==> config.mk <==
export PLATFORM = sky130hd
export DESIGN_NAME = scan_timing_gen
export DESIGN_NICKNAME = d
export VERILOG_FILES = /design/src/rtl/scan_timing_gen.sv
export SDC_FILE = /design/constraint.sdc
export NUM_CORES = 1
export LEC_CHECK = 0
export ABC_AREA = 1
export CORE_MARGIN = 1.5
export CORE_UTILIZATION = 50
export CTS_CLUSTER_SIZE = 20
export DETAILED_ROUTE_END_ITERATION = 8
export GPL_TIMING_DRIVEN = 0
export PLACE_DENSITY = 0.78
export SLEW_MARGIN = 15
export SYNTH_ARGS = -nofsm -noshare
export SYNTH_HDL_FRONTEND = slang
export SYNTH_SLANG_ARGS = --single-unit
==> constraint.sdc <==
create_clock -name sys_clk -period 10.5 [get_ports sys_clk]
set_input_delay 3.15 -clock sys_clk [delete_from_list [all_inputs] [get_ports sys_clk]]
set_output_delay 3.15 -clock sys_clk [all_outputs]
set_load 0.01 [all_outputs]
==> src/rtl/scan_timing_gen.sv <==
// OCT scan timing generator: steps galvo X/Y waveform RAM addresses, loads DA codes
// and produces per-point trigger channels for 2D, raster/serpentine 3D and continuous scans.
module scan_timing_gen #(
  parameter int CNT_W  = 16,
  parameter int ADDR_W = 16,
  parameter int DA_W   = 14,
  parameter int N_TRIG = 2
) (
  input  logic                    sys_clk,
  input  logic                    sys_rst,
  input  logic                    start,
  input  logic                    abort,
  input  logic [1:0]              mode,
  input  logic [CNT_W-1:0]        x_points,
  input  logic [CNT_W-1:0]        y_points,
  input  logic [CNT_W-1:0]        cycles_per_point,
  input  logic [CNT_W-1:0]        da_delay_cycles,
  input  logic [N_TRIG-1:0]       trig_en,
  input  logic [N_TRIG*CNT_W-1:0] trig_delay,
  input  logic [N_TRIG*CNT_W-1:0] trig_width,
  input  logic [DA_W-1:0]         x_data,
  input  logic [DA_W-1:0]         y_data,
  output logic [ADDR_W-1:0]       x_addr,
  output logic [ADDR_W-1:0]       y_addr,
  output logic [DA_W-1:0]         da_x,
  output logic [DA_W-1:0]         da_y,
  output logic [N_TRIG-1:0]       trig,
  output logic                    line_start,
  output logic                    busy,
  output logic                    done
);

  typedef enum logic [1:0] {S_IDLE, S_DELAY, S_RUN, S_DONE} state_t;

  localparam logic [CNT_W-1:0] ONE = CNT_W'(1);
  localparam logic [CNT_W-1:0] TWO = CNT_W'(2);

  state_t                  state;
  logic [1:0]              cfg_mode;
  logic [CNT_W-1:0]        cfg_nx, cfg_ny, cfg_p;
  logic [N_TRIG-1:0]       cfg_en;
  logic [N_TRIG*CNT_W-1:0] cfg_d, cfg_w;
  logic [CNT_W-1:0]        dcnt, ph, xi, yi;

  logic [CNT_W-1:0]        nxt_x, nxt_y;
  logic [ADDR_W-1:0]       nxt_xa;
  logic                    scan_end;
  logic                    cfg_empty;
  logic [CNT_W-1:0]        p_eff;
  logic [N_TRIG-1:0]       trig_hit;

  always_comb begin
    p_eff     = (cycles_per_point < TWO) ? TWO : cycles_per_point;
    cfg_empty = (x_points == '0) || ((mode != 2'd0) && (y_points == '0));
  end

  // Next point in scan order; mode 0 never advances y, mode 3 wraps y instead of ending.
  always_comb begin
    nxt_x    = xi + ONE;
    nxt_y    = yi;
    scan_end = 1'b0;
    if (xi >= cfg_nx - ONE) begin
      nxt_x = '0;
      if ((cfg_mode == 2'd0) || (yi == cfg_ny - ONE)) begin
        nxt_y    = '0;
        scan_end = (cfg_mode != 2'd3);
      end else begin
        nxt_y = yi + ONE;
      end
    end
    if ((cfg_mode == 2'd2) && nxt_y[0])
      nxt_xa = ADDR_W'(cfg_nx - ONE - nxt_x);
    else
      nxt_xa = ADDR_W'(nxt_x);
  end

  // Window compare is one bit wider so D+W cannot wrap around.
  for (genvar k = 0; k < N_TRIG; k++) begin : g_trig
    logic [CNT_W:0] win_lo, win_hi;
    always_comb begin
      win_lo      = {1'b0, cfg_d[k*CNT_W +: CNT_W]};
      win_hi      = win_lo + {1'b0, cfg_w[k*CNT_W +: CNT_W]};
      trig_hit[k] = cfg_en[k] && ({1'b0, ph} >= win_lo) && ({1'b0, ph} < win_hi);
    end
  end

  always_ff @(posedge sys_clk or posedge sys_rst) begin
    if (sys_rst) begin
      state      <= S_IDLE;
      cfg_mode   <= '0;
      cfg_nx     <= '0;
      cfg_ny     <= '0;
      cfg_p      <= '0;
      cfg_en     <= '0;
      cfg_d      <= '0;
      cfg_w      <= '0;
      dcnt       <= '0;
      ph         <= '0;
      xi         <= '0;
      yi         <= '0;
      x_addr     <= '0;
      y_addr     <= '0;
      da_x       <= '0;
      da_y       <= '0;
      trig       <= '0;
      line_start <= 1'b0;
    end else if (abort) begin
      state      <= S_IDLE;
      trig       <= '0;
      line_start <= 1'b0;
    end else begin
      line_start <= 1'b0;
      trig       <= '0;
      case (state)
        S_IDLE: begin
          if (start) begin
            cfg_mode <= mode;
            cfg_nx   <= x_points;
            cfg_ny   <= y_points;
            cfg_p    <= p_eff;
            cfg_en   <= trig_en;
            cfg_d    <= trig_delay;
            cfg_w    <= trig_width;
            ph       <= '0;
            xi       <= '0;
            yi       <= '0;
            if (cfg_empty) begin
              state <= S_DONE;
            end else if (da_delay_cycles == '0) begin
              state      <= S_RUN;
              x_addr     <= '0;
              y_addr     <= '0;
              line_start <= 1'b1;
            end else begin
              state <= S_DELAY;
              dcnt  <= da_delay_cycles;
            end
          end
        end
        S_DELAY: begin
          if (dcnt == ONE) begin
            state      <= S_RUN;
            x_addr     <= '0;
            y_addr     <= '0;
            line_start <= 1'b1;
          end else begin
            dcnt <= dcnt - ONE;
          end
        end
        S_RUN: begin
          trig <= trig_hit;
          if (ph == ONE) begin
            da_x <= x_data;
            da_y <= y_data;
          end
          if (ph == cfg_p - ONE) begin
            ph <= '0;
            if (scan_end) begin
              state <= S_DONE;
            end else begin
              xi         <= nxt_x;
              yi         <= nxt_y;
              x_addr     <= nxt_xa;
              y_addr     <= ADDR_W'(nxt_y);
              line_start <= (nxt_x == '0);
            end
          end else begin
            ph <= ph + ONE;
          end
        end
        S_DONE:  state <= S_IDLE;
        default: state <= S_IDLE;
      endcase
    end
  end

  always_comb begin
    busy = (state == S_DELAY) || (state == S_RUN);
    done = (state == S_DONE);
  end

endmodule

==> impl_metrics.py <==
metrics = {
    "floorplanning": {
        "die_w_um": 182,
        "die_y_um": 182,
        "start_util_pct": 50.7,
        "core_area_um2": 31600,
        "rows": 65,
        "num_io_pins": 229,
        "die-area_um2": 33100,
    },
    "clocking": {
        "clkTransAtPathRegs_ns": 0.06,
        "cts_tree": "done",
        "cts_resized": 0,
        "root_buffer": "clkbuf_16",
        "cts_hold_buf": 0,
        "postCtsSetupRepairBufs": 0,
        "cts_inserted_buffers": 28,
        "clock_sinks": 245,
        "htree_levels": 1,
        "clockBufferDepth": 3,
        "clkLatencyLatePin_ns": 0.56,
    },
    "run_status": {
        "outcome": "finished clean",
    },
    "detailed_routing": {
        "drt_wl_total_um": 44400,
        "drt-pass1-iter-count": 5,
        "routedWlPerCell_um": 16.6,
        "first_iter_violations": 945,
        "via_per_inst": 5.42,
        "ant_nets": 0,
        "drc_errors": 0,
        "num_vias": 14535,
    },
    "yosys": {
        "synth_edf_count": 0,
        "yosys_warnings": 0,
        "netlist_area_um2": 16000,
        "synth-async-reset-ratio_pct": 100,
        "ys_seq_area_share_pct": 38.3,
        "synth_top_area_share_pct": 38.3,
        "syn_inst": 1999,
        "yosysUniqueCellTypes": 53,
        "syn_avg_cell_area_um2": 8.00,
        "synth_area_leader_cell": "dfrtp_1",
        "ys_top_cells_by_area": "dfrtp_1 (38%), nand2_1 (12%), ha_1 (11%), xor2_1 (4.9%), inv_1 (4.9%)",
        "synthFlopType": "dfrtp_1",
        "synth-seq-cells": 245,
        "syn_nets": 2303,
    },
    "place": {
        "portBuffers": 228,
        "dp_hpwl_um": 34500,
        "place_congestion": 0.908,
    },
    "grt": {
        "grt_pass1_vias": 14541,
        "grt_max_degree": 100,
        "overflow": 0,
        "grt_antenna_before_repair": 0,
        "track_usage_pct": 27.2,
        "grt_pass1_wl_um": 72600,
    },
    "setup_path": {
        "worstReg2RegEnd": "x_addr[14]$_DFFE_PP0P_",
        "cp_max_fo": 10,
        "crit_path_end": "x_addr[14]$_DFFE_PP0P_",
        "worstPathRequired_ns": 10.93,
        "path_buf_inv": 4,
        "r2r-start": "cfg_nx[2]$_DFFE_PP0P_",
        "critPathLaunchType": "flip-flop",
        "reg2regPathDepth": 30,
        "crit_slowest_cell": "dfrtp_1",
        "crit_family": "compound AO/OA/AOI/OAI gates",
        "crit_start": "cfg_nx[2]$_DFFE_PP0P_",
        "arrival_ns": 6.60,
        "path_depth": 30,
        "criticalPathCategory": "flip-flop to flip-flop",
        "cp_common_cell": "nand2_1",
        "cp-end-kind": "flip-flop",
        "r2r_slack_ns": 4.33,
        "slowest_delay_ns": 0.44,
    },
    "final_layout": {
        "nNetsFinal": 2563,
        "seq_area_um2": 6130,
        "fillers": 2710,
        "final_common_cell": "nand2_1",
        "layout.cells.most_common_list": "nand2_1 (528), dfrtp_1 (245), clkdlybuf4s50_1 (228)",
        "layout-drive-gt1-share_pct": 6.36,
        "area_growth_pct": 23.3,
        "postLayoutCoreUtil_pct": 62.5,
        "multi_input_area_um2": 8800,
        "diodes": 0,
    },
    "timing": {
        "rsz0062_at_grt": "no",
        "hold_violations": 0,
        "whs_ns": 0.476,
        "max_freq_mhz": 162,
        "maxSlewHeadroom_pct": 45.5,
        "period_needed_ns": 6.17,
        "skew_ns": 0.0161,
        "period_share_pct": 58.7,
        "report.final.slew_viol_count": 0,
        "setup_violations": 0,
        "worst_pin_slew_ns": 0.818,
    },
    "hold_path": {
        "worst_hold_path_type": "flip-flop to flip-flop",
    },
    "run": {
        "cap_violations": 0,
    },
    "power_and_ir_drop": {
        "peakVddDrop_mv": 0.135,
        "p_leak_nw": 9.45,
        "power_density_nw_per_um2": 259,
    },
}
[report_power, final]
| group | total (mW) | internal (mW) | switching, mW | leakage (nW) |
|---|---|---|---|---|
| sequential | 1.50 | 1.25 | 0.251 | 3.19 |
| clock | 0.969 | 0.567 | 0.402 | 0.439 |
| combinational | 2.64 | 1.09 | 1.55 | 5.82 |
| total | 5.11 | 2.91 | 2.20 | 9.45 |
[metal layers]
| layer | vias to the layer above | global-route usage, % | wire [um] |
|---|---|---|---|
| met5 | - | 0 | 0 |
| met4 | 0 | 8.80 | 1330 |
| met3 | 83 | 4.19 | 3010 |
| met2 | 470 | 46.3 | 20900 |
| met1 | 6859 | 35.6 | 19100 |
| li1 | 7123 | - | - |
[per-stage QoR]
step | std cells | total power, mW | area (um2) | setup slack [ns] | setup TNS (ns)
6_report | 2681 | 5.11 | 19700 | 4.33 | 0
5_1_grt | 2681 | 5.58 | 19700 | 3.78 | 0
4_1_cts | 2681 | 5.12 | 19700 | 4.42 | 0
3_5_place_dp | 2631 | 4.13 | 18800 | 4.28 | 0
3_3_place_gp | 2629 | 4.02 | 18800 | -2.65 | -641.19
2_1_floorplan | 1999 | 3.39 | 16000 | 0.620 | 0
[how the worst min path moves through the flow]
stage,from,to,slack (ns),cells past startpoint
after CTS,cfg_en[0]$_DFFE_PP0P_,cfg_en[0]$_DFFE_PP0P_,0.48,2
after floorplan,cfg_en[0]$_DFFE_PP0P_,cfg_en[0]$_DFFE_PP0P_,0.44,2
final,cfg_w[21]$_DFFE_PP0P_,cfg_w[21]$_DFFE_PP0P_,0.48,2
after global placement,cfg_en[1]$_DFFE_PP0P_,cfg_en[1]$_DFFE_PP0P_,0.46,2
after detailed placement,x_addr[12]$_DFFE_PP0P_,x_addr[12]$_DFFE_PP0P_,0.46,2
after global routing,x_addr[10]$_DFFE_PP0P_,x_addr[10]$_DFFE_PP0P_,0.49,2
[cell families (layout without fill, tap and decap cells)]
logic type               count (synthesis)  after routing  share of synthesized area [%]
multiplexers                            29             29                           2.03
XOR/XNOR                               117            117                           6.45
adder cells (fa/ha/maj)                140            140                           11.1
AO/OA/AOI/OAI                          319            319                           11.4
buffers and inverters                  270            550                           6.67
flip-flops                             245            245                           38.3
AND/OR/NAND/NOR                        879            879                           24.0
[final cells by class]
class,instances,area share [%]
buffer,50,1.22
clock buffer,41,4.01
tap,402,2.55
clock inverter,9,0.482
sequential,245,31.1
timing repair buffer,230,11.8
inverter,220,4.22
multi-input combinational,1484,44.6
[worst min-delay path: stages, from the launching register on]
cell     delay (ns)
dfrtp_1        0.34
nand2_1        0.06
nand2_1        0.05
[sequential cells by signal (all words and copies together), names as in the netlist, 14 cells and up]
| name | cells |
|---|---|
| ph | 16 |
| x_addr | 16 |
| cfg_ny | 16 |
| yi | 16 |
| da_y | 14 |
| da_x | 14 |
| cfg_d | 32 |
| cfg_nx | 16 |
| cfg_p | 16 |
| y_addr | 16 |
| cfg_w | 32 |
| dcnt | 16 |
| xi | 16 |
[synthesized netlist by cell type (2+ instances only)]
| master | number |
|---|---|
| a211oi_1 | 4 |
| a21boi_0 | 3 |
| a21o_1 | 5 |
| a21oi_1 | 88 |
| a21oi_4 | 3 |
| a22oi_1 | 2 |
| a31oi_1 | 3 |
| buf_2 | 9 |
| buf_4 | 3 |
| buf_6 | 4 |
| clkbuf_1 | 34 |
| clkinv_1 | 2 |
| dfrtp_1 | 245 |
| fa_1 | 3 |
| ha_1 | 137 |
| inv_1 | 207 |
| inv_2 | 11 |
| mux2_2 | 28 |
| nand2_1 | 528 |
| nand2_2 | 10 |
| nand3_1 | 73 |
| nand3_2 | 4 |
| nand3b_1 | 5 |
| nand4_1 | 30 |
| nor2_1 | 135 |
| nor2_2 | 6 |
| nor2_4 | 7 |
| nor3_1 | 34 |
| nor3_2 | 5 |
| nor3b_1 | 8 |
| nor4_1 | 23 |
| o211ai_1 | 23 |
| o21a_1 | 3 |
| o21ai_0 | 129 |
| o21ai_1 | 20 |
| o21bai_1 | 8 |
| o221ai_1 | 8 |
| o22ai_1 | 13 |
| o31ai_1 | 5 |
| or2_2 | 4 |
| xnor2_1 | 26 |
| xor2_1 | 90 |
Note: power is estimated with default switching activity, not from simulation.
